$ cat src/rtl/output_port_arbiter.sv
// Round-robin, packet-locked arbiter that shares one router output port among N_IN inputs.
// A winner keeps the port until its tail flit is written or it idles for TIMEOUT cycles.
module output_port_arbiter #(
  parameter int DATA_WIDTH = 8,
  parameter int N_IN       = 5,
  parameter int OWNER_W    = 3,
  parameter int TIMEOUT    = 15
) (
  input  logic                       clk,
  input  logic                       rst,
  input  logic [N_IN-1:0]            req,
  input  logic [N_IN-1:0]            last,
  input  logic [N_IN*DATA_WIDTH-1:0] data_in,
  input  logic                       full_in,
  output logic [N_IN-1:0]            grant,
  output logic [DATA_WIDTH-1:0]      data_out,
  output logic                       write_out,
  output logic                       busy,
  output logic [OWNER_W-1:0]         owner,
  output logic                       timeout
);

  typedef enum logic {
    IDLE = 1'b0,
    LOCK = 1'b1
  } state_t;

  state_t             state_q, state_d;
  logic [OWNER_W-1:0] ptr_q, ptr_d;
  logic [OWNER_W-1:0] owner_q, owner_d;
  logic [7:0]         cnt_q, cnt_d;

  logic [OWNER_W-1:0] winner;
  logic               found;
  logic [OWNER_W-1:0] next_ptr;
  logic               xfer;
  logic               idle_tick;

  // First requester at or after ptr, wrapping through N_IN-1 back to 0.
  always_comb begin
    int                 idx_int;
    logic [OWNER_W-1:0] idx;
    winner = '0;
    found  = 1'b0;
    for (int off = 0; off < N_IN; off++) begin
      idx_int = int'(ptr_q) + off;
      if (idx_int >= N_IN) idx_int = idx_int - N_IN;
      idx = OWNER_W'(idx_int);
      if (!found && req[idx]) begin
        found  = 1'b1;
        winner = idx;
      end
    end
  end

  assign next_ptr  = (owner_q == OWNER_W'(N_IN - 1)) ? '0 : owner_q + 1'b1;
  assign xfer      = (state_q == LOCK) && req[owner_q] && !full_in;
  // A full FIFO is backpressure, not owner inactivity, so it never advances the counter.
  assign idle_tick = (state_q == LOCK) && !req[owner_q] && !full_in;

  assign write_out = xfer;
  assign grant     = xfer ? (N_IN'(1) << owner_q) : '0;
  assign data_out  = xfer ? data_in[owner_q*DATA_WIDTH +: DATA_WIDTH] : '0;
  assign busy      = (state_q == LOCK);
  assign owner     = owner_q;

  // NOTE: every signal driven here gets a default first, so no path can infer a latch.
  always_comb begin
    state_d = state_q;
    ptr_d   = ptr_q;
    owner_d = owner_q;
    cnt_d   = cnt_q;
    timeout = 1'b0;
    case (state_q)
      IDLE: begin
        cnt_d = '0;
        if (found) begin
          state_d = LOCK;
          owner_d = winner;
        end
      end
      LOCK: begin
        if (xfer) begin
          cnt_d = '0;
          if (last[owner_q]) begin
            state_d = IDLE;
            ptr_d   = next_ptr;
            owner_d = '0;
          end
        end else if (idle_tick) begin
          if (cnt_q == 8'(TIMEOUT - 1)) begin
            timeout = 1'b1;
            state_d = IDLE;
            ptr_d   = next_ptr;
            owner_d = '0;
            cnt_d   = '0;
          end else begin
            cnt_d = cnt_q + 8'd1;
          end
        end
      end
      default: state_d = IDLE;
    endcase
  end

  // NOTE: state registers use non-blocking assignments; reset is synchronous and active-high.
  always_ff @(posedge clk) begin
    if (rst) begin
      state_q <= IDLE;
      ptr_q   <= '0;
      owner_q <= '0;
      cnt_q   <= '0;
    end else begin
      state_q <= state_d;
      ptr_q   <= ptr_d;
      owner_q <= owner_d;
      cnt_q   <= cnt_d;
    end
  end

endmodule

$ cat config.mk
export PLATFORM = sky130hd
export DESIGN_NAME = output_port_arbiter
export DESIGN_NICKNAME = d
export VERILOG_FILES = /design/src/rtl/output_port_arbiter.sv
export SDC_FILE = /design/constraint.sdc
export NUM_CORES = 1
export LEC_CHECK = 0
export CAP_MARGIN = 20
export CORE_UTILIZATION = 35
export CTS_CLUSTER_SIZE = 8
export DETAILED_ROUTE_END_ITERATION = 8
export GPL_TIMING_DRIVEN = 0
export REMOVE_ABC_BUFFERS = 1
export SYNTH_ARGS = -nofsm -noshare
export SYNTH_HDL_FRONTEND = slang
export SYNTH_SLANG_ARGS = --single-unit
$ cat constraint.sdc
create_clock -name clk -period 6.4 [get_ports clk]
set_clock_uncertainty 0.1 [all_clocks]
set_input_delay 1.28 -clock clk [delete_from_list [all_inputs] [get_ports clk]]
set_output_delay 1.28 -clock clk [all_outputs]
set_load 0.02 [all_outputs]
==> results.md <==
* Dominant synthesized flop cell: dfxtp_1
* Row count at 28
* Crit path DAT at 4.14 ns
* Status: finished clean
* Min-Delay Path Class: reg2reg
* Sw power at ~160 uW
* Hold Path End: cnt_q[7]$_SDFFE_PP0N_
* CTS tree: built
* Compound-Gate Fraction of Synth Area at 0.282
* Area contributors post-synth: dfxtp_1, mux4_2, ha_1
* Clk buf depth at 2
* Critical path peak fanout at 9
* Syn_area_per_cell at between 8 and 9 um2
* Dpl cells at 408
* Worst setup path startpoint: req[2]
* DR vias at ~2300
* Max Cap Violations at 0
* Post-CTS Hold Buffers at 0
* Startpoint types: input pin
* Final TNS setup at 0 ns
* Switch share at 0.375
* Share of the synthesized area in the top cell type at 0.132
* Worst Slack Setup Final at around 0.9 ns
* Final Non-Filler Cells at 412
* Detailed Route WL at between 6000 and 7000 um
* Flops & latches, synth at 15
* Via density at 5.58
* Met3 WL at ~220 um
* Share of cells above drive strength 1 at 0.107
* IO Count at 72
* RSZ-0062 raised after global routing: no
* PD cells at 137 nW/um2
* Reg power frac at 0.280
* Dpl ws at 0.889 ns
* Final net count at about 410
* Combinational fraction of design power at 0.542
* Crit share post-route at 0.863
* Gates resized, CTS repair at 0
* Clk pwr share at 0.178
* Cell taking the most area after synthesis: dfxtp_1
* Die Span X at 82.5 um
* Drt drc at 0
* Number of synthesis warnings at 0
* Reg2Reg Setup Slack at 1.96 ns
* Synthesized area at 2270 um2
* Placer Congestion at just under 0.9
* CP peak stage delay at 0.60 ns
* Top routing layer used: met4
* CP Capture Type: primary output
* WS Path Type: in2out
* Die area at 6810 um2
* Metal-1 WL at 3250 um
* Minimum clock period at 5.52 ns
* Critical path required time at 5.02 ns
* Routed Antenna Nets at 0
* Hold Crit Start: cnt_q[7]$_SDFFE_PP0N_
* Cell count after synthesis at about 270
* Slew Limit Headroom at 0.310
* Fin. max-slew vios at 0
* Post-synthesis adder-cell area fraction at 0.0916
* Initial antenna violation count at 0
* 1st-pass router iterations at 5
* Final setup vio count at 0
* Synth Area in Simple Gates at 0.240
* Core area at 6100 um2
* Port Buf Inserts at 71
* Max VDD drop at 0.169 mV
* Initial Utilization at 0.372
* Detailed-placement wirelength estimate at 5430 um
* Fin. Hold Viols at 0
* Met2 Wirelength at 3430 um
* XOR/XNOR Fraction of Synth Area at 0.0425
* Routed length per placed instance at between 15 and 20 um
* Worst flop-to-flop path startpoint: ptr_q[0]$_SDFFE_PP0P_
* Clock sinks at 15
* Reg2reg end: owner[0]$_SDFFE_PP0P_
* H-tree depth at 1
* Num CTS Buffers at 3
* Slowest stage cell on the critical path: clkdlybuf4s50_1
* Number of synthesized flops with an enable pin at 0
* CTS clk-pin slew, worst paths at 0.06 ns
* Cells on worst reg2reg path at 10
* Most used cell along the critical path: clkdlybuf4s50_1
* Post-synthesis mux area share at 0.164
* Ys async rst share at 0
* Die H at 82.5 um
* Root Buffer: clkbuf_8
* Number of global-route vias before repair at 2049
* P_int at 262 uW
* Synth cell types at 70
* Area delta synth->final at 35.5%
* Worst-Skew Late Latency at 0.24 ns
* # diodes at 0
* Peak Freq at 181 MHz
* Grt total ovfl at 0
* Postcts setup bufs at 0
* Static Leak at 0.00117 uW
* Slew at the pin closest to its max-slew limit at 1.03 ns
* Global-route wire length before repair at approximately 10000 um
* Hold depth at 2
* Iteration-0 DRC Markers at approximately 120
* CP cell instances: clkdlybuf4s50_1 > mux4_2 > nand2_1 > a21boi_0 > or2_1 > inv_1 > and3_1 > clkdlybuf4s50_1
* Largest net degree at the start of global routing at 29
* Total track usage at 0.194
* Register area share after synthesis at 0.132
* Largest family of logic cells by synthesized area: compound AO/OA/AOI/OAI gates
==> Yosys cell counts, types with 3 or more instances <==
cell        n
mux2i_1     8
buf_1       3
nand3_1     4
a22oi_1     8
nand4_1     4
a211o_1     3
ha_1       15
xnor2_1     6
or3_1       3
a21oi_1     8
a31oi_1     3
nor3_1      4
nor2_1     30
nor3b_1     3
o21ai_0     7
inv_1      15
buf_2       5
mux4_2     12
dfxtp_1    15
nand2_1    22
xor2_1      5
nor2b_1     9
nand2b_1    3
and3_1      5
and2_1      7
o2111ai_1   3
==> layout make-up <==
cell class                 instances  area (um2)
fill                             621        3020
multi-input combinational        230        1860
timing repair buffer              71         711
sequential                        15         300
tap                               75        93.8
inverter                          17        63.8
clock buffer                       4        45.0
==> layer usage <==
metal,global-route usage,up-vias
met3,0.0176,2
li1,-,1160
met4,0.0190,0
met2,0.319,40
met1,0.282,1096
met5,0,-
==> flip-flops by register name, summed over array words and instances (netlist names) <==
signal and cells:
cnt_q 8, busy 1, owner 3, ptr_q 3
==> cell families after synthesis <==
logic type	after synthesis
simple gates	106
compound gates	75
buf+inv	27
mux	22
fa+ha+maj	16
flops	15
xor+xnor	11
==> cell usage in the layout, fill, tap and decap left out, types with 4 or more instances in the layout <==
cell type | Yosys | routed
and3_1 | 5 | 5
a22oi_1 | 8 | 8
nor2_1 | 30 | 30
nor2b_1 | 9 | 9
dfxtp_1 | 15 | 15
mux4_2 | 12 | 12
xnor2_1 | 6 | 6
mux2i_1 | 8 | 8
and2_1 | 7 | 7
ha_1 | 15 | 15
inv_1 | 15 | 15
xor2_1 | 5 | 5
nor3_1 | 4 | 4
nand2_1 | 22 | 22
o21ai_0 | 7 | 7
clkdlybuf4s50_1 | 0 | 71
nand3_1 | 4 | 4
a21oi_1 | 8 | 8
nand4_1 | 4 | 4
==> power by group through the flow <==
stage               Clock [uW]  Sequential (uW)  Combinational (uW)
floorplan                    0              118                 144
global placement             0              120                 225
detailed placement           0              120                 227
CTS                       76.7              118                 228
global route              81.8              120                 247
finish                    74.6              118                 228
==> worst max-delay path: cells and delay by family <==
family | cells | cell delay, ns
compound gates | 1 | 0.31
buf+inv | 3 | 1.33
simple gates | 3 | 0.71
mux | 1 | 0.51
==> worst max-delay path by stage <==
stage | to | slack (ns) | cells after the start
after floorplan | grant[4] | 2.28 | 6
after global placement | grant[4] | 0.86 | 8
after detailed placement | grant[4] | 0.89 | 8
after CTS | grant[4] | 0.88 | 8
after global routing | grant[4] | 0.74 | 8
final | grant[4] | 0.88 | 8
==> metrics by stage <==
| step | hold WS (ns) | util | cell area (um2) | total power [uW] |
|---|---|---|---|---|
| 2_1_floorplan | 0.386 | - | 2220 | 262 |
| 3_5_place_dp | 0.427 | 0.497 | 3030 | 347 |
| 3_3_place_gp | 0.406 | 0.497 | 3030 | 345 |
| 5_1_grt | 0.467 | 0.504 | 3070 | 448 |
| 4_1_cts | 0.444 | 0.504 | 3070 | 423 |
| 6_report | 0.438 | 0.504 | 3070 | 420 |
Power figures use the tool's default switching activity.
